$ cat src/rtl/vio_io_bridge.sv
// Bridge between the VIO core and the student top: registered switches/LEDs,
// level or timed button presses, and capture of the multiplexed 7-seg display.
module vio_io_bridge #(
  parameter int N_BTN         = 5,
  parameter int N_SW          = 16,
  parameter int N_LED         = 16,
  parameter int N_DIGITS      = 8,
  parameter int PRESS_CYCLES  = 1_000_000,
  parameter int STABLE_CYCLES = 1000,
  parameter int BLANK_CYCLES  = 10_000_000
) (
  input  logic                  clk,
  input  logic                  rst,
  input  logic [N_BTN-1:0]      btn_req,
  input  logic [N_BTN-1:0]      btn_level,
  input  logic [N_SW-1:0]       sw_in,
  output logic [N_BTN-1:0]      btn_out,
  output logic [N_BTN-1:0]      btn_busy,
  output logic [N_SW-1:0]       sw_out,
  input  logic [N_DIGITS-1:0]   anode,
  input  logic [6:0]            cathode,
  input  logic                  dp,
  input  logic [N_LED-1:0]      led_in,
  output logic [N_LED-1:0]      led_out,
  output logic [8*N_DIGITS-1:0] digit_frame,
  output logic                  frame_update
);

  localparam int PCW = $clog2(PRESS_CYCLES + 1);
  localparam int SCW = $clog2(STABLE_CYCLES);
  localparam int ACW = $clog2(BLANK_CYCLES + 1);
  localparam int SMW = N_DIGITS + 8;

  localparam logic [PCW-1:0] PRESS_LOAD  = PCW'(PRESS_CYCLES);
  localparam logic [SCW-1:0] STABLE_MAX  = SCW'(STABLE_CYCLES - 1);
  localparam logic [SCW-1:0] STABLE_FIRE = SCW'(STABLE_CYCLES - 2);
  localparam logic [ACW-1:0] AGE_MAX     = ACW'(BLANK_CYCLES);

  typedef enum logic {IDLE, PRESS} press_state_t;

  press_state_t   state          [N_BTN];
  press_state_t   state_next     [N_BTN];
  logic [PCW-1:0] press_cnt      [N_BTN];
  logic [PCW-1:0] press_cnt_next [N_BTN];
  logic [N_BTN-1:0] btn_prev;

  always_comb begin
    for (int unsigned i = 0; i < N_BTN; i++) begin
      state_next[i]     = state[i];
      press_cnt_next[i] = press_cnt[i];
      if (btn_level[i]) begin
        state_next[i]     = IDLE;
        press_cnt_next[i] = '0;
      end else begin
        case (state[i])
          IDLE: begin
            if (btn_req[i] && !btn_prev[i]) begin
              state_next[i]     = PRESS;
              press_cnt_next[i] = PRESS_LOAD;
            end
          end
          PRESS: begin
            if (press_cnt[i] == PCW'(1)) begin
              state_next[i]     = IDLE;
              press_cnt_next[i] = '0;
            end else begin
              press_cnt_next[i] = press_cnt[i] - PCW'(1);
            end
          end
          default: state_next[i] = IDLE;
        endcase
      end
    end
  end

  // Outputs are registered from the current state, so a press is visible one
  // edge after the request edge and lasts exactly PRESS_CYCLES cycles.
  always_ff @(posedge clk) begin
    if (rst) begin
      btn_prev <= '1;
      btn_out  <= '0;
      btn_busy <= '0;
      sw_out   <= '0;
      led_out  <= '0;
      for (int unsigned i = 0; i < N_BTN; i++) begin
        state[i]     <= IDLE;
        press_cnt[i] <= '0;
      end
    end else begin
      btn_prev <= btn_req;
      sw_out   <= sw_in;
      led_out  <= led_in;
      for (int unsigned i = 0; i < N_BTN; i++) begin
        state[i]     <= state_next[i];
        press_cnt[i] <= press_cnt_next[i];
        btn_out[i]   <= btn_level[i] ? btn_req[i] : (state[i] == PRESS);
        btn_busy[i]  <= !btn_level[i] && (state[i] == PRESS);
      end
    end
  end

  logic [SMW-1:0]        sample;
  logic [SMW-1:0]        sample_prev;
  logic [N_DIGITS-1:0]   sample_anode;
  logic [SCW-1:0]        stable_cnt;
  logic [SCW-1:0]        stable_cnt_next;
  logic [ACW-1:0]        age      [N_DIGITS];
  logic [ACW-1:0]        age_next [N_DIGITS];
  logic [8*N_DIGITS-1:0] frame_next;
  logic                  match;
  logic                  capture;

  always_comb begin
    sample_anode    = sample[SMW-1:8];
    match           = (sample == sample_prev);
    stable_cnt_next = '0;
    if (match) begin
      stable_cnt_next = (stable_cnt == STABLE_MAX) ? stable_cnt : stable_cnt + SCW'(1);
    end
    // Fires only on the transition into STABLE_MAX, hence once per stable period.
    capture    = match && (stable_cnt == STABLE_FIRE) && $onehot(~sample_anode);
    frame_next = digit_frame;
    for (int unsigned k = 0; k < N_DIGITS; k++) begin
      age_next[k] = (age[k] == AGE_MAX) ? age[k] : age[k] + ACW'(1);
      if (capture && !sample_anode[k]) begin
        frame_next[8*k +: 8] = ~sample[7:0];
        age_next[k]          = '0;
      end else if (age_next[k] == AGE_MAX) begin
        frame_next[8*k +: 8] = '0;
      end
    end
  end

  always_ff @(posedge clk) begin
    if (rst) begin
      sample       <= '1;
      sample_prev  <= '1;
      stable_cnt   <= '0;
      digit_frame  <= '0;
      frame_update <= 1'b0;
      for (int unsigned k = 0; k < N_DIGITS; k++) begin
        age[k] <= '0;
      end
    end else begin
      sample       <= {anode, dp, cathode};
      sample_prev  <= sample;
      stable_cnt   <= stable_cnt_next;
      digit_frame  <= frame_next;
      frame_update <= (frame_next != digit_frame);
      for (int unsigned k = 0; k < N_DIGITS; k++) begin
        age[k] <= age_next[k];
      end
    end
  end

endmodule

$ cat config.mk
export PLATFORM = sky130hd
export DESIGN_NAME = vio_io_bridge
export DESIGN_NICKNAME = d
export VERILOG_FILES = /design/src/rtl/vio_io_bridge.sv
export SDC_FILE = /design/constraint.sdc
export NUM_CORES = 1
export LEC_CHECK = 0
export CAP_MARGIN = 20
export CORE_ASPECT_RATIO = 1.25
export CORE_MARGIN = 1
export CORE_UTILIZATION = 49
export DETAILED_ROUTE_END_ITERATION = 8
export GPL_ROUTABILITY_DRIVEN = 1
export PLACE_DENSITY = 0.67
export SLEW_MARGIN = 20
export SYNTH_ARGS = -nofsm -noshare
export SYNTH_HDL_FRONTEND = slang
export SYNTH_SLANG_ARGS = --single-unit
$ cat constraint.sdc
create_clock -name clk -period 6.7 [get_ports clk]
set_input_delay 0.67 -clock clk [delete_from_list [all_inputs] [get_ports clk]]
set_output_delay 0.67 -clock clk [all_outputs]
set_load 0.01 [all_outputs]
# Yosys cells after proc, flatten, opt, wreduce, memory -nomap -nowiden
# Memory sizes are Yosys's and may differ from the RTL's.
# Cells that the tools add are included.
[word_totals]
wordCells = 223
reg_bits = 154
inputBits = 60
output_inout_bits = 107
ram_bits = 297
memories = 3
[mem_list]
columns = ["name", "words", "word_bits", "read_ports", "rd_ports_with_merged_regs", "wr", "line", "text"]
rows = [
  ["age", 8, 24, 8, 0, 8, "107", "logic [ACW-1:0] age [N_DIGITS];"],
  ["press_cnt", 5, 20, 5, 0, 5, "43", "logic [PCW-1:0] press_cnt [N_BTN];"],
  ["state", 5, 1, 5, 0, 5, "41", "press_state_t state [N_BTN];"],
]
[op_classes]
n_reduce_logical = 39
eq_ne = 26
add_sub_neg = 21
n_mux = 98
n_bitwise = 26
[ops]
columns = ["op", "count"]
rows = [
  ["24-bit 2-to-1 mux", 24],
  ["20-bit 2-to-1 mux", 20],
  ["24-bit equality test, second input constant", 16],
  ["20-bit case mux with 2 select lines", 5],
  ["24-bit by 1-bit adder with 24-bit output, second input constant", 8],
  ["8-bit 2-to-1 mux", 16],
  ["20-bit by 1-bit equality test with 1-bit output, second input constant", 5],
  ["20-bit by 1-bit subtractor with 20-bit output, second input constant", 5],
  ["64-bit inequality test", 1],
  ["1-bit 2-to-1 mux", 28],
  ["10-bit equality test, second input constant", 2],
  ["1-bit logical AND", 20],
  ["1-bit zero test", 18],
  ["1-bit OR", 18],
  ["16-bit equality test", 1],
  ["8-bit inverter", 2],
  ["10-bit by 1-bit adder with 10-bit output, second input constant", 1],
  ["1-bit case mux with 2 select lines", 5],
  ["1-bit by 1-bit adder with 2-bit output", 4],
  ["2-bit by 2-bit adder with 3-bit output", 2],
  ["1-bit inverter", 6],
  ["3-bit by 3-bit adder with 4-bit output", 1],
  ["4-bit by 1-bit equality test with 1-bit output, second input constant", 1],
  ["2-bit OR reduction", 1],
]

# Depth between registers and ports, before layout
# Gate-level depths: netlist of run 1.
[logic_depth]
ltp_word = 9
depth_mapped = 18
ltp_nobuf = 16

# Worst setup path before layout of run 1
# OpenSTA, ideal clock, no wires.
[synth_path]
kind = "register to register"
start = "register sample[8]"
end = "register frame_update"
setup_slack_ns = 2.071
path_stages_with_launch = 18
setup_time_ns = 0.132
arrival_time_ns = 4.497
path_buffers = 2
required_time_ns = 6.568
period_less_slack_ns = 4.629
cell_sequence = "dfxtp_1 -> fa_1 -> inv_1 -> fa_1 -> fa_1 -> ha_1 -> inv_1 -> fa_1 -> nor2_1 -> a31oi_1 -> or3_1 -> clkbuf_1 -> or3_1 -> clkbuf_1 -> or2_2 -> a2111oi_0 -> o221a_2 -> a21oi_1"
[synth_via]
elab_chain_len = 9
word_cells_on_any_way = 26
classes_between = "3 x add/sub; 3 x eq/ne; 8 x mux; 1 x bitwise; 11 x reduce/logical"
[synth_rtl]
columns = ["item", "line", "text"]
rows = [
  ["start, declared", "102", "logic [SMW-1:0] sample;"],
  ["start signal, assigned", "145", "sample <= {anode, dp, cathode};"],
  ["8-bit inverter", "121", "capture = match && (stable_cnt == STABLE_FIRE) && $onehot(~sample_anode);"],
  ["1-bit by 1-bit adder with 2-bit output (implied by the code)", "121", ""],
  ["2-bit by 2-bit adder with 3-bit output (implied by the code)", "121", ""],
  ["3-bit by 3-bit adder with 4-bit output (implied by the code)", "121", ""],
  ["4-bit by 1-bit equality test with 1-bit output", "121", ""],
  ["1-bit logical AND", "121", ""],
  ["1-bit logical AND", "125", "if (capture && !sample_anode[k]) begin"],
  ["8-bit 2-to-1 mux", "125", ""],
  ["64-bit inequality test *", "149", "frame_update <= (frame_next != digit_frame);"],
  ["end signal, assigned", "149", ""],
  ["end, declared", "26", "output logic frame_update"],
]
# Mark *: on every way between the ends. The rest lies on a longest branch, timed or not.
# A chain may end at the register's enable or synchronous reset.

# Worst setup path after layout of run 1
# Same ends and word-level chain as after synthesis.

==> flow_metrics.tcl, run 1 <==
set metrics [dict create \
    skew_ns 0.0194 \
    cts_max_level 2 \
    synthFlopType "dfxtp_1" \
    clk_latency_ns 0.60 \
    wl_per_cell_um 16.4 \
    drc 0 \
    seq_area_frac_synth_pct 38.6 \
    cts_root_buf "clkbuf_16" \
    rows 89 \
    cts_buffer_depth 3 \
    max_cap_violations 0 \
    firstDrtPassIters 6 \
    worst_setup_path_start_kind "flop" \
    p_total_mw 6.12 \
    slew_violations 0 \
    cp-startpoint "sample[8]$_SDFF_PP1_" \
    critPathKind "flop to flop" \
    grt_overflow 0 \
    gp_congestion 0.883 \
    fin_crit_ns 5.71 \
    areaGrowthSynthToFinish_pct 15.6 \
    die-area_sq_um 48600 \
    port_buffers 166 \
    grt_max_degree 154 \
    ys_warn_count 0 \
    syn_nets 3054 \
    post_cts_buffers 0 \
    cts_buffers 48 \
    p_per_area_nw_per_um2 226 \
    initial_utilization_pct 49.6 \
    drt-initial-drc-count 1320 \
    dieHeight_um 246 \
    vdd_drop_max_uv 178 \
    r2r_slack_ns 0.99 \
    num_vias 21200 \
    tightestPinTransition_ns 1.01 \
    synth-seq-cells 451 \
    finalCritPeriodShare_pct 85.2 \
    wl_um 60600 \
    fin_tns_setup_ns 0 \
    viasPerCell 5.75 \
    antenna_left 0 \
    synth.distinct_cells 85 \
    cts_tree "built" \
    cts-resized-gates 0 \
    io_pins 167 \
    path_max_fanout 18 \
    antenna_found_initial 0 \
    synth_edf_count 0 \
    worstReg2RegEnd "frame_update$_SDFF_PP0_" \
    final_nets 3105 \
    r2r_start "sample[8]$_SDFF_PP1_" \
    grt_pass1_vias 20000 \
    crit_required_ns 7.14 \
    cts.sinks 451 \
    max_slew_margin_pct 32.7 \
    die_width_um 197 \
    dp_hpwl_um 42200 \
    n_antenna_cell 0 \
    rsz0062_at_grt "false" \
    syn_area_per_cell_sq_um 7.90 \
    finalHoldViolCount 0 \
    p_leak_nw 9.32 \
    hold_buffers 0 \
    timing.fmax_mhz 175 \
    core_area_sq_um 47100 \
    whs_path_depth 1 \
    r2r_cells 16 \
    hold_path_class "flop to flop" \
    final_util_pct 57.4 \
    final_cell_mix "nor2_1 (472), dfxtp_1 (451), a21oi_1 (200)" \
    crit_arrival_ns 6.15 \
    crit_end "frame_update$_SDFF_PP0_" \
    cp-end-kind "flop" \
    path_clk_slew_ns 0.06 \
    syn_area_sq_um 23400 \
    final_common_cell "nor2_1" \
    status "finished clean" \
    hold_ws_ns 0.483 \
    track_usage_pct 24.6 \
    async_flop_share_pct 0 \
    syn_inst 2959 \
    drive_gt1_share_pct 6.72 \
    setup_viol 0 \
    grt_pass1_wl_um 99300 \
    fill_cells 4318 \
]
[cells by family after synthesis]
family,share of synthesized area (%)
AOI/OAI and AO/OA,14.6
xor gates and xnor gates,8.50
buffers and inverters,4.24
DFF,38.6
adders and majority gates,2.00
and+or+nand+nor,31.0
muxes,1.00
[worst max-delay path, stage by stage (launching register included)]
cell	delay, ns
dfxtp_1	0.59
fa_1	0.47
inv_1	0.08
fa_1	0.42
fa_1	0.49
ha_1	0.16
inv_1	0.06
fa_1	0.37
nor2_1	0.11
a31oi_1	0.15
or3_1	0.70
or3_1	0.64
or2_2	0.38
a21oi_1	0.30
o22ai_2	0.14
nor4_1	0.37
a21oi_1	0.12
[metal layers]
| metal | wire length [um] | vias up | GRT usage, % |
|---|---|---|---|
| met1 | 25900 | 9958 | 30.1 |
| met5 | 0 | - | 0 |
| met2 | 29100 | 553 | 42.2 |
| li1 | - | 10600 | - |
| met3 | 3940 | 116 | 5.50 |
| met4 | 1670 | 0 | 8.62 |
[stage by stage]
stage,std cells,setup slack [ns],area (sq um)
after detailed placement,3597,1.12,25300
after CTS,3686,1.05,27000
after global routing,3686,0.740,27000
final,3686,0.989,27000
after global placement,3597,1.17,25300
after floorplan,2959,2.07,23400
[area by class of cell]
type | count | area (sq um) | share of cell area (%)
sequential | 451 | 9030 | 33.4
timing repair buffer | 182 | 1790 | 6.63
inverter | 78 | 293 | 1.08
tap | 637 | 797 | 2.95
multi-input combinational | 2249 | 13400 | 49.4
clock buffer | 67 | 1400 | 5.19
clock inverter | 22 | 354 | 1.31
[synthesized netlist by cell type (13+ instances only)]
master / count / area [sq um]
nor3b_1: 14 / 105
a22oi_1: 19 / 143
a211oi_1: 16 / 120
and3_1: 43 / 269
nand4_1: 70 / 438
and4_1: 18 / 158
or2_2: 80 / 500
or3_1: 42 / 263
nand2_1: 190 / 713
o211ai_1: 13 / 97.6
nand3_1: 121 / 606
o21ai_0: 92 / 460
xor2_1: 110 / 963
o22ai_1: 27 / 169
ha_1: 31 / 388
nor4b_1: 14 / 123
o31ai_1: 16 / 120
clkbuf_1: 172 / 646
nor4_1: 64 / 400
nor2b_1: 53 / 332
dfxtp_1: 451 / 9030
mux2i_1: 20 / 200
nor3_1: 109 / 546
xnor2_1: 117 / 1020
nor2_1: 472 / 1770
and2_1: 15 / 93.8
o22a_1: 14 / 123
inv_1: 76 / 285
a31oi_1: 32 / 200
nand2b_1: 33 / 206
or4_1: 36 / 270
a21oi_1: 200 / 1000
[power by group]
| group | switching, mW | internal (mW) | total (mW) |
|---|---|---|---|
| registers | 0.0456 | 2.73 | 2.77 |
| clock network | 1.14 | 1.81 | 2.95 |
| logic | 0.234 | 0.167 | 0.401 |
[sequential cells by signal (all words and copies together), names as in the netlist]
| name | cells |
|---|---|
| age | 192 |
| btn_busy | 5 |
| btn_out | 5 |
| btn_prev | 5 |
| digit_frame | 64 |
| frame_update | 1 |
| led_out | 16 |
| press_cnt | 100 |
| sample | 16 |
| sample_prev | 16 |
| stable_cnt | 10 |
| state | 5 |
| sw_out | 16 |
[how the worst min path moves through the flow]
stage / to / from
global placement: press_cnt[0][53]$_SDFFE_PP0P_ / press_cnt[0][53]$_SDFFE_PP0P_
global route: press_cnt[0][9]$_SDFFE_PP0P_ / press_cnt[0][9]$_SDFFE_PP0P_
detailed placement: press_cnt[0][78]$_SDFFE_PP0P_ / press_cnt[0][78]$_SDFFE_PP0P_
floorplan: press_cnt[0][53]$_SDFFE_PP0P_ / press_cnt[0][53]$_SDFFE_PP0P_
finish: press_cnt[0][75]$_SDFFE_PP0P_ / press_cnt[0][75]$_SDFFE_PP0P_
CTS: press_cnt[0][53]$_SDFFE_PP0P_ / press_cnt[0][53]$_SDFFE_PP0P_
Note: power is estimated with default switching activity, not from simulation.
==> inputs of run 2 (changes only) <==
- REMOVE_ABC_BUFFERS: not set -> 1
==> run 2 against run 1 <==
Effect of this change: maximum frequency rose by 3.1%; clock skew fell by 0.00067 ns; global-route usage fell by 0.22 points; non-clock buffer count rose by 3; worst setup slack improved by 0.17 ns; design area fell by 0.69%; sequential power barely moved; critical path type unchanged; critical endpoint unchanged; largest cell class unchanged; highest routed layer is now met5.
==> flow_metrics.tcl, run 2 (synthesis results as in run 1) <==
set metrics [dict create \
    status "finished clean" \
    final_nets 3108 \
    crit_arrival_ns 6.00 \
    finalCritPeriodShare_pct 82.7 \
    antenna_found_initial 1 \
    crit_slowest_cell "or3_1" \
    initial_utilization_pct 49.6 \
    path_max_fanout 18 \
    fin_tns_setup_ns 0 \
    p_sw_mw 1.38 \
    max_flop_register "age" \
    post_dp_cell_area_sq_um 25300 \
    hold_ws_ns 0.460 \
    tightestPinTransition_ns 0.986 \
    finalHoldViolCount 0 \
    gp_congestion 0.887 \
    core_area_sq_um 47100 \
    path_cells "fa_1, inv_1, fa_1, fa_1, ha_1, inv_1, fa_1, nor2_1, a31oi_1, or3_1, or3_1, a22o_1, o211ai_1, o2111ai_1, nor4_1, a21oi_1" \
    p_total_mw 5.82 \
    cts_root_buf "clkbuf_16" \
    skew_ns 0.0187 \
    path_clk_slew_ns 0.07 \
    antenna_left 0 \
    largest_reg_flops 192 \
    cts_buffer_depth 3 \
    cts-resized-gates 0 \
    track_usage_pct 24.4 \
    die-area_sq_um 48600 \
    largestRegisters "age (192), press_cnt (100), digit_frame (64)" \
    rsz0062_at_grt "false" \
    viasPerCell 5.78 \
    p_leak_nw 9.24 \
    crit_top_cell "fa_1" \
    io_pins 167 \
    grt_max_degree 114 \
    critPathMaxStageDelay_ns 0.68 \
    dp_hpwl_um 42000 \
    cts.sinks 451 \
    wl_um 60400 \
    cts_buffers 48 \
    worst_setup_path_start_kind "flop" \
    fin_crit_ns 5.54 \
    max_slew_margin_pct 34.3 \
    pwr-share-seq_pct 47.6 \
    port_buffers 166 \
    firstDrtPassIters 6 \
    crit_required_ns 7.16 \
    post_cts_buffers 0 \
    drc 0 \
    combPwrFrac_pct 7.0 \
    p_per_area_nw_per_um2 217 \
    num_vias 21300 \
    p_int_mw 4.44 \
    grt_overflow 0 \
    grt_pass1_vias 19800 \
    vdd_drop_max_uv 252 \
    switching_share_pct 23.7 \
    timing.fmax_mhz 181 \
    dieHeight_um 246 \
    slew_violations 0 \
    areaGrowthSynthToFinish_pct 14.8 \
    rows 89 \
    wl_per_cell_um 16.4 \
    final_util_pct 57.0 \
    n_antenna_cell 0 \
    final_common_cell "nor2_1" \
    cts_max_level 2 \
    drt-initial-drc-count 1356 \
    hold_buffers 0 \
    stdcell_area_sq_um 26800 \
    hold_path_class "flop to flop" \
    clk_latency_ns 0.59 \
    drive_gt1_share_pct 6.46 \
    clkPwrFrac_pct 45.4 \
    max_cap_violations 0 \
    final_cell_mix "nor2_1 (472), dfxtp_1 (451), a21oi_1 (200)" \
    critPathKind "flop to flop" \
    grt_pass1_wl_um 98700 \
    cts_tree "built" \
    die_width_um 197 \
    setup_viol 0 \
    cp-end-kind "flop" \
]
## run 2: cell count changes in the layout (fill, tap and decap cells not counted), moves of 3 or more
cell,previous run,this run
clkbuf_1,7,15
bufinv_16,9,3
buf_4,16,19
clkbuf_8,11,8
clkinvlp_4,3,0
## run 2: power by group through the flow
stage | combinational (mW) | sequential (mW) | clock [mW]
2_1_floorplan | 0.228 | 2.84 | 0
3_3_place_gp | 0.395 | 2.83 | 0
3_5_place_dp | 0.404 | 2.83 | 0
4_1_cts | 0.406 | 2.77 | 2.72
5_1_grt | 0.454 | 2.78 | 2.83
6_report | 0.406 | 2.77 | 2.65
## run 2: worst paths after layout
| kind | start | to | slack, ns | cells after the start |
|---|---|---|---|---|
| worst max-delay path | sample[11]$_SDFF_PP1_ | frame_update$_SDFF_PP0_ | 1.16 | 16 |
| worst max register to register | sample[11]$_SDFF_PP1_ | frame_update$_SDFF_PP0_ | 1.16 | 16 |
| worst min-delay path | press_cnt[0][53]$_SDFFE_PP0P_ | press_cnt[0][53]$_SDFFE_PP0P_ | 0.46 | 2 |
| worst min register to register | press_cnt[0][53]$_SDFFE_PP0P_ | press_cnt[0][53]$_SDFFE_PP0P_ | 0.46 | 2 |
## run 2: stage by stage
step | worst slack, ns | std cells
6_report | 1.16 | 3686
5_1_grt | 0.928 | 3686
4_1_cts | 1.23 | 3686
3_5_place_dp | 1.26 | 3600
3_3_place_gp | 1.32 | 3600
2_1_floorplan | 1.65 | 2778
## run 2: worst max-delay path, delay by kind of cell, from the launching register on
family,cells,cell delay (ns)
simple gates,4,1.79
fa+ha+maj,5,1.95
compound gates,5,0.99
flops,1,0.55
buf+inv,2,0.13
## run 2: area by class of cell
type	instances	area, sq um
clock inverters	14	156
multi-input cells	2249	13400
fillers	4351	20300
clock buffers	72	1390
repair buffers	185	1810
inverters	78	293
flip-flops and latches	451	9030
well taps	637	797
## run 2: metal layers
metal	part of all wire [%]	global-route usage, %
met5	0.022	0
met4	2.7	8.78
met3	6.1	4.54
met2	48	41.5
met1	44	30.6
==> inputs of run 3 (changes only) <==
- PLACE_DENSITY: 0.67 -> 0.7
- clock period: 6.7 -> 4.91 ns (I/O delays scaled with it)
==> run 3 against run 2 <==
Effect of this change: critical path depth unchanged; clock skew up 0.0084 ns; worst hold slack worse by 0.036 ns; largest cell class unchanged.
==> flow_metrics.tcl, run 3 (synthesis results as in run 1) <==
set metrics [dict create \
    largestRegisters "age (192), press_cnt (100), digit_frame (64)" \
    finalHoldViolCount 0 \
    drive_gt1_share_pct 8.14 \
    tightestPinTransition_ns 0.838 \
    dp_hpwl_um 42500 \
    wl_um 60900 \
    final_nets 3139 \
    whs_endpoint "btn_out[3]$_SDFF_PP0_" \
    grt_max_degree 66 \
    drt-initial-drc-count 1362 \
    viasPerCell 5.84 \
    vdd_drop_max_uv 381 \
    status "finished clean" \
    timing.hold.worst.start "rst" \
    path_max_fanout 10 \
    firstDrtPassIters 8 \
    p_per_area_nw_per_um2 302 \
    grt_pass1_wl_um 99700 \
    clk_latency_ns 0.60 \
    r2r_slack_ns 0.12 \
    num_vias 21700 \
    track_usage_pct 24.6 \
    grt_overflow 0 \
    cts_tree "built" \
    antenna_found_initial 2 \
    hold_path_class "primary input to flop" \
    timing.fmax_mhz 209 \
    setup_viol 0 \
    crit_required_ns 5.37 \
    skew_ns 0.0272 \
    p_leak_nw 9.48 \
    io_pins 167 \
    cts_root_buf "clkbuf_16" \
    cp-end-kind "flop" \
    fin_crit_ns 4.79 \
    max_cap_violations 0 \
    whs_path_depth 2 \
    antenna_left 0 \
    worst_setup_path_start_kind "flop" \
    rows 89 \
    areaGrowthSynthToFinish_pct 16.9 \
    r2r_cells 16 \
    path_clk_slew_ns 0.06 \
    largest_reg_flops 192 \
    cts_buffer_depth 3 \
    slew_violations 0 \
    max_flop_register "age" \
    final_common_cell "nor2_1" \
    core_area_sq_um 47100 \
    dieHeight_um 246 \
    max_slew_margin_pct 43.6 \
    cts_max_level 2 \
    worstReg2RegEnd "frame_update$_SDFF_PP0_" \
    r2r_start "sample[8]$_SDFF_PP1_" \
    die-area_sq_um 48600 \
    port_buffers 166 \
    cts.sinks 451 \
    finalCritPeriodShare_pct 97.5 \
    rsz0062_at_grt "true" \
    die_width_um 197 \
    final_cell_mix "nor2_1 (472), dfxtp_1 (451), a21oi_1 (199)" \
    drc 0 \
    grt_pass1_vias 20300 \
    critPathKind "flop to flop" \
    gp_congestion 0.928 \
    crit_arrival_ns 5.25 \
    wl_per_cell_um 16.4 \
    cts_buffers 48 \
    final_util_pct 58.0 \
    initial_utilization_pct 49.6 \
    p_total_mw 8.25 \
]
-- run 3: changes by cell type in the layout (fill, tap and decap cells not counted), sizes merged --
| cell | change |
|---|---|
| clkbuf | -5 |
| inv | -1 |
| bufinv | +5 |
| clkinv | +1 |
| buf | +31 |
| clkinvlp | +2 |
| diode | +1 |
-- run 3: worst max-delay path by stage --
stage / from / to / slack, ns / cells past startpoint
3_5_place_dp: sample[8]$_SDFF_PP1_ / frame_update$_SDFF_PP0_ / -0.04 / 16
4_1_cts: sample[8]$_SDFF_PP1_ / frame_update$_SDFF_PP0_ / 0.06 / 16
2_1_floorplan: sample[9]$_SDFF_PP1_ / frame_update$_SDFF_PP0_ / -0.14 / 16
5_1_grt: sample[8]$_SDFF_PP1_ / frame_update$_SDFF_PP0_ / -0.1 / 17
3_3_place_gp: sample[8]$_SDFF_PP1_ / frame_update$_SDFF_PP0_ / 0.07 / 16
6_report: sample[8]$_SDFF_PP1_ / frame_update$_SDFF_PP0_ / 0.12 / 16
-- run 3: final cells by class --
type / instances / area, sq um
diodes: 1 / 2.50
clock buffers: 67 / 1380
clock inverters: 21 / 322
fillers: 4248 / 19800
inverters: 78 / 293
multi-input cells: 2249 / 13500
flip-flops and latches: 451 / 9030
well taps: 637 / 797
repair buffers: 216 / 2030
-- run 3: critical path, cell delays in order (launching register included) --
cell     delay (ns)
dfxtp_1        0.33
fa_1           0.54
inv_1          0.05
fa_1           0.46
fa_1           0.50
ha_1           0.16
inv_1          0.05
fa_1           0.49
nand3_1        0.09
or3_4          0.46
buf_4          0.19
or3_4          0.38
or2_2          0.30
a22oi_1        0.18
a32o_1         0.20
o221a_2        0.17
a21oi_1        0.06
-- run 3: metal layers --
metal / vias up / track usage, % / share of wire (%)
li1: 10600 / - / -
met1: 10200 / 30.1 / 42
met2: 743 / 41.9 / 48
met3: 157 / 4.31 / 6.6
met4: 2 / 10.8 / 3.4
met5: - / 0 / 0.015
-- run 3: per-stage QoR --
step	instance area, sq um	instances	setup slack [ns]	setup TNS, ns	hold WS, ns
5_1_grt	27300	3720	-0.0968	-0.0968	0.434
4_1_cts	27200	3717	0.0568	0	0.411
2_1_floorplan	22700	2778	-0.140	-0.140	0.432
6_report	27300	3720	0.121	0	0.424
3_5_place_dp	25500	3629	-0.0408	-0.0408	0.451
3_3_place_gp	25500	3629	0.0685	0	0.440
-- run 3: repair_timing --
action / 4_1_cts / 5_1_grt
gates resized for setup: 1 / 20
buffers inserted: 0 / 2
hold endpoints to repair: 0 / 0
hold buffers: 0 / 0
setup endpoints to repair: 1 / 2
pin swaps: 0 / 7
-- run 3: report_power, final --
part | internal (mW) | switching, mW | total, mW
Sequential | 3.72 | 0.0558 | 3.78
Combinational | 0.238 | 0.335 | 0.572
Clock | 2.39 | 1.52 | 3.90
==> RTL edit 1: new RTL, flow settings as in run 3 <==
Add an input register stage for `btn_level`; this delays it by one clock. The other inputs are not delayed to match.
--- a/src/rtl/vio_io_bridge.sv
+++ b/src/rtl/vio_io_bridge.sv
@@ -39,4 +39,10 @@
   typedef enum logic {IDLE, PRESS} press_state_t;
 
+  logic [N_BTN-1:0] btn_level_q;
+
+  always_ff @(posedge clk) begin
+    btn_level_q <= btn_level;
+  end
+
   press_state_t   state          [N_BTN];
   press_state_t   state_next     [N_BTN];
@@ -49,5 +55,5 @@
       state_next[i]     = state[i];
       press_cnt_next[i] = press_cnt[i];
-      if (btn_level[i]) begin
+      if (btn_level_q[i]) begin
         state_next[i]     = IDLE;
         press_cnt_next[i] = '0;
@@ -94,6 +100,6 @@
         state[i]     <= state_next[i];
         press_cnt[i] <= press_cnt_next[i];
-        btn_out[i]   <= btn_level[i] ? btn_req[i] : (state[i] == PRESS);
-        btn_busy[i]  <= !btn_level[i] && (state[i] == PRESS);
+        btn_out[i]   <= btn_level_q[i] ? btn_req[i] : (state[i] == PRESS);
+        btn_busy[i]  <= !btn_level_q[i] && (state[i] == PRESS);
       end
     end
Behaviour: not the same (Yosys sat finds a counterexample within 4 cycles, from zero or initial values and one cycle with rst high).
==> RTL edit 1 against run 3 <==
Non-clock buffer count fell by 3; power is 2.8% lower; wire length is 0.48% higher; design area decreased by 1.5%; sequential cell count rose by 5; utilization is 0.074 points higher; worst setup slack gained 93 ps; area after synthesis is 1.2% lower; critical endpoint unchanged; largest cell class unchanged; highest routed layer is now met4.
==> RTL edit 1: results (changes against run 3) <==
stage,metric,value,unit,change
status,outcome,"complete, no violations",,
placed_design,total placed instance area,0.02531,mm^2,-0.74%
detailed_routing,top routing layer in use,met4,,
final_layout,"Inverters, non-clock",77,,-1.3%
power,power share of the clock group,45.2,%,-2.1 points
setup_path,arrival time at the worst endpoint,5140,ps,-110 ps
final_layout,Non-Clock Buffer Count,213,,-1.4%
detailed_routing,routed wire length,61200,um,+0.48%
global_routing,met1 track demand over resource in global routing,30.37,%,+0.24 points
final_layout,post-layout net count,3083,,-1.8%
final_layout,Layout clock buffers,68,,+1.5%
global_routing,global routing met3 resource utilization,4.562,%,+0.25 points
final_layout,FF+latch area,0.009129,mm^2,+1.1%
global_routing,via count of the first global-routing pass,19830,,-2.3%
detailed_routing,met3 WL,3929,um,-2.3%
final_layout,relative area of non-clock buffer cells in the final design,7.515,%,+0.069 points
detailed_routing,Detailed Routing Iterations Pass 1,5,,-3
synthesis,most frequently used cell type in the post-synthesis netlist,nor2_1,,
detailed_routing,vias per inst,5.777,,-1.1%
synthesis,"Seq/Total Area, Yosys",39.51,%,+0.90 points
global_routing,wire length of the first global-routing pass,100600,um,+0.96%
power,Static Leak,9.457,nW,-0.20%
final_layout,combined area of the multi-input logic cells,0.01314,mm^2,-2.4%
power,Net Sw Power,1.908,mW,about the same
synthesis,list of most frequent post-synthesis cells,"nor2_1, dfxtp_1, nand2_1, a21oi_1, clkbuf_1",,
detailed_routing,vias after detailed routing,21100,,-2.9%
placed_design,final HPWL from detailed placement,43390,um,+2.0%
detailed_routing,M1 wire length,25610,um,about the same
detailed_routing,number of design-rule violations left by the first detailed-router iteration,1518,,+11%
hold_path,worst hold path endpoint,sw_out[7],,
final_layout,number of flip-flops and latches,456,,+1.1%
final_layout,layout-stage area growth over the synthesis result,16.54,%,
synthesis,library cells used by synthesis,90,,+5.9%
timing,worst hold slack,227.1,ps,-196.9 ps
power,share of total power in sequential cells,47.7,%,+1.9 points
timing,max_slew headroom,37.55,%,-6.1 points
power,Max IR drop VDD,0.0002693,V,-29%
synthesis,main area contributors after synthesis,"dfxtp_1, nor2_1, xnor2_1, xor2_1, a21oi_1",,
clock_network,post_cts resized,0,,-1
setup_path,setup slack of the most critical reg-to-reg path,210,ps,+90 ps
final_layout,multi-input gate count,2192,,-2.5%
placed_design,last weighted congestion value of the routability-driven placer,0.9647,,+3.9%
power,pwr/cell area,297.9,mW/mm^2,-1.4%
setup_path,maximum fanout along the worst path,6,,-4
timing,Worst Clk Skew,25.44,ps,-1.744 ps
global_routing,number of antenna violations at the first check in global routing,0,,-2
global_routing,global-route met2 utilization,43.75,%,+1.9 points
placed_design,placement-stage worst setup slack,68.42,ps,+109.2 ps
global_routing,largest net degree at the start of global routing,135,,+100%
detailed_routing,total met2 wirelength after detailed routing,29470,um,+0.78%
synthesis,number of instances in the synthesized netlist,2878,,-2.7%
timing,final period utilization,95.64,%,-1.9 points
## RTL edit 1: cell types whose count changed in the layout (fill, tap and decap cells not counted), moves of 11 or more
| cell | run 3 | this run |
|---|---|---|
| a21oi_1 | 199 | 158 |
| a31oi_1 | 32 | 44 |
| and3_1 | 43 | 31 |
| nand2_1 | 190 | 205 |
| nand2b_1 | 33 | 48 |
| nand3_1 | 121 | 107 |
| nor2_1 | 472 | 484 |
| nor3b_1 | 14 | 25 |
| nor4bb_1 | 4 | 16 |
| o22a_1 | 14 | 1 |
| or2_2 | 79 | 51 |
| or4_1 | 36 | 20 |
## RTL edit 1: cells by family (layout without fill, tap and decap cells)
group,count (synthesis),in the layout,share of synthesized area (%)
buffers and inverters,230,375,3.813
adders and majority gates,35,35,2.026
muxes,33,33,1.451
DFF,456,456,39.51
and+or+nand+nor,1411,1411,31.31
xor gates and xnor gates,222,222,8.416
AOI/OAI and AO/OA,491,491,13.47
==> RTL edit 2: new RTL, settings of run 3 <==
Without the edit above. Change the parameter `N_SW` from 16 to 17.
--- a/src/rtl/vio_io_bridge.sv
+++ b/src/rtl/vio_io_bridge.sv
@@ -3,5 +3,5 @@
 module vio_io_bridge #(
   parameter int N_BTN         = 5,
-  parameter int N_SW          = 16,
+  parameter int N_SW          = 17,
   parameter int N_LED         = 16,
   parameter int N_DIGITS      = 8,
Interface: changed (resized sw_in and sw_out); port bits go from 167 to 169. No check against the original RTL was run, so the function may have changed too.
==> RTL edit 2 against run 3 <==
Critical endpoint unchanged; sequential cell count rose by 1; combinational power fell by 2%; design area fell by 2.1%; fmax rose by 1.5%; worst setup slack improved by 69 ps; via count fell by 3.0%; critical path depth rose by 1; wire length fell by 3.7%; power fell by 2.0%; first-iteration DRC count rose by 7.7%; area after synthesis fell by 1.5%; worst hold slack got worse by 150 ps.
==> RTL edit 2: results (changes against run 3) <==
stage,metric,value,unit,change
final_layout,largest registers,"age: 192 flops, press_cnt: 100 flops, digit_frame: 64 flops",,
synthesis,list of most frequent post-synthesis cells,"nor2_1, dfxtp_1, nand2_1, a21oi_1, clkbuf_1",,
timing,Worst Clk Skew,29.28,ps,+2.098 ps
power,Static Leak,9.585,nW,+1.2%
setup_path,Slowest Stage Delay on Critical Path,530,ps,
setup_path,arrival time at the worst endpoint,5160,ps,-90 ps
placed_design,last weighted congestion value of the routability-driven placer,0.9113,,-1.8%
detailed_routing,vias after detailed routing,21060,,-3.0%
synthesis,number of warnings issued by yosys,0,,unchanged
final_layout,post-layout net count,3077,,-2.0%
global_routing,GRT Overall Usage,24.04,%,-0.52 points
timing,slew at the pin closest to its max-slew limit,996.6,ps,+158.7 ps
clock_network,clock slew seen by the registers of the worst setup and hold paths,60,ps,about the same
detailed_routing,WL/cell,16.27,um,-0.65%
clock_network,clock latency on the worst-skew pair,600,ps,about the same
synthesis,main area contributors after synthesis,"dfxtp_1, nor2_1, xor2_1, a21oi_1, xnor2_1",,
synthesis,library cells used by synthesis,88,,+3.5%
global_routing,via count of the first global-routing pass,19720,,-2.9%
setup_path,maximum fanout along the worst path,19,,+9
final_layout,fraction of final layout cells sized beyond drive strength 1,7.022,%,-1.1 points
clock_network,buffer depth of the longest clock path,3,,unchanged
synthesis,flip-flop cell with the highest count after synthesis,dfxtp_1,,
placed_design,number of I/O port buffers,168,,+1.2%
status,outcome,"complete, no violations",,
global_routing,largest net degree at the start of global routing,124,,+88%
detailed_routing,number of design-rule violations left by the first detailed-router iteration,1467,,+7.7%
detailed_routing,Detailed Routing Iterations Pass 1,6,,-2
power,Max IR drop VDD,0.0002337,V,-39%
clock_network,TritonCTS buffer count,48,,unchanged
global_routing,wire length of the first global-routing pass,97210,um,-2.5%
clock_network,deepest level of the CTS H-tree,2,,unchanged
placed_design,final HPWL from detailed placement,40840,um,-4.0%
global_routing,number of antenna violations at the first check in global routing,2,,unchanged
clock_network,post_cts resized,0,,-1
setup_path,kind of cell with the highest combined delay on the critical path,adder cells,,
synthesis,async set-reset flop share out of synthesis,0,%,unchanged
synthesis,"Seq/Total Area, Yosys",39.27,%,+0.66 points
setup_path,slowest cell on the critical path,fa_1,,
clock_network,Root Buffer Master,clkbuf_16,,
final_layout,fillers,4092,,-3.7%
clock_network,post-CTS repair timing setup buffer count,0,,unchanged
hold_path,Tightest Hold Check Type,in -> reg,,
-- RTL edit 2: path summary, 6_finish.rpt --
path	cells past startpoint	to	start	slack (ps)
hold reg to reg	1	press_cnt[0][55]	press_cnt[0][55]	480
setup reg to reg	17	frame_update	sample[8]	190
hold / removal	2	btn_out[4]	rst	270
setup / recovery	17	frame_update	sample[8]	190
-- RTL edit 2: per-stage QoR --
step	worst slack, ps	std cells	total power [mW]	TNS (ps)	instance area (um^2)
2_1_floorplan	21.32	2723	4.188	0	22350
3_3_place_gp	281.8	3516	4.406	0	25070
3_5_place_dp	179.0	3516	4.423	0	25080
4_1_cts	156.9	3604	8.181	0	26720
5_1_grt	-60.36	3604	8.401	-60.36	26750
6_report	189.7	3605	8.090	0	26760
-- RTL edit 2: metal layers --
metal	global-route usage (%)	wire (um)
met1	30.71	25480
met2	40.31	27640
met3	4.289	3850
met4	8.938	1670
met5	0	0
-- RTL edit 2: cells by family after synthesis --
group / count (synthesis) / share of synthesized area (%)
AO/OA/AOI/OAI: 532 / 14.72
XOR/XNOR: 228 / 8.667
AND/OR/NAND/NOR: 1369 / 29.87
buffers and inverters: 245 / 4.339
flip-flops: 452 / 39.27
adder cells (fa/ha/maj): 35 / 2.031
multiplexers: 25 / 1.097
-- RTL edit 2: layout make-up --
| type | count | share of cell area (%) |
|---|---|---|
| diodes | 1 | 0.009352 |
| clock buffers | 70 | 5.443 |
| clock inverters | 18 | 0.6921 |
| inverters | 82 | 1.150 |
| multi-input cells | 2189 | 48.69 |
| flip-flops and latches | 452 | 33.82 |
| well taps | 585 | 2.736 |
| repair buffers | 208 | 7.458 |
-- RTL edit 2: report_power, final --
group          leakage, nW  internal, mW  switching (mW)
combinational         5.10         0.232           0.329
clock                0.815          2.22            1.52
sequential            3.67          3.73          0.0604
-- RTL edit 2: worst register-to-register path, cell delays in order, from the launching register on --
cell and delay (ps):
dfxtp_1 330, fa_1 530, inv_1 50, fa_1 450, fa_1 490, ha_1 160, inv_1 60, fa_1 370
a2111oi_1 350, o211ai_1 190, buf_6 230, nor3_4 230, buf_4 210, nand2_1 100, a22oi_1 200, a31oi_1 170
nor4_1 300, a41oi_1 170
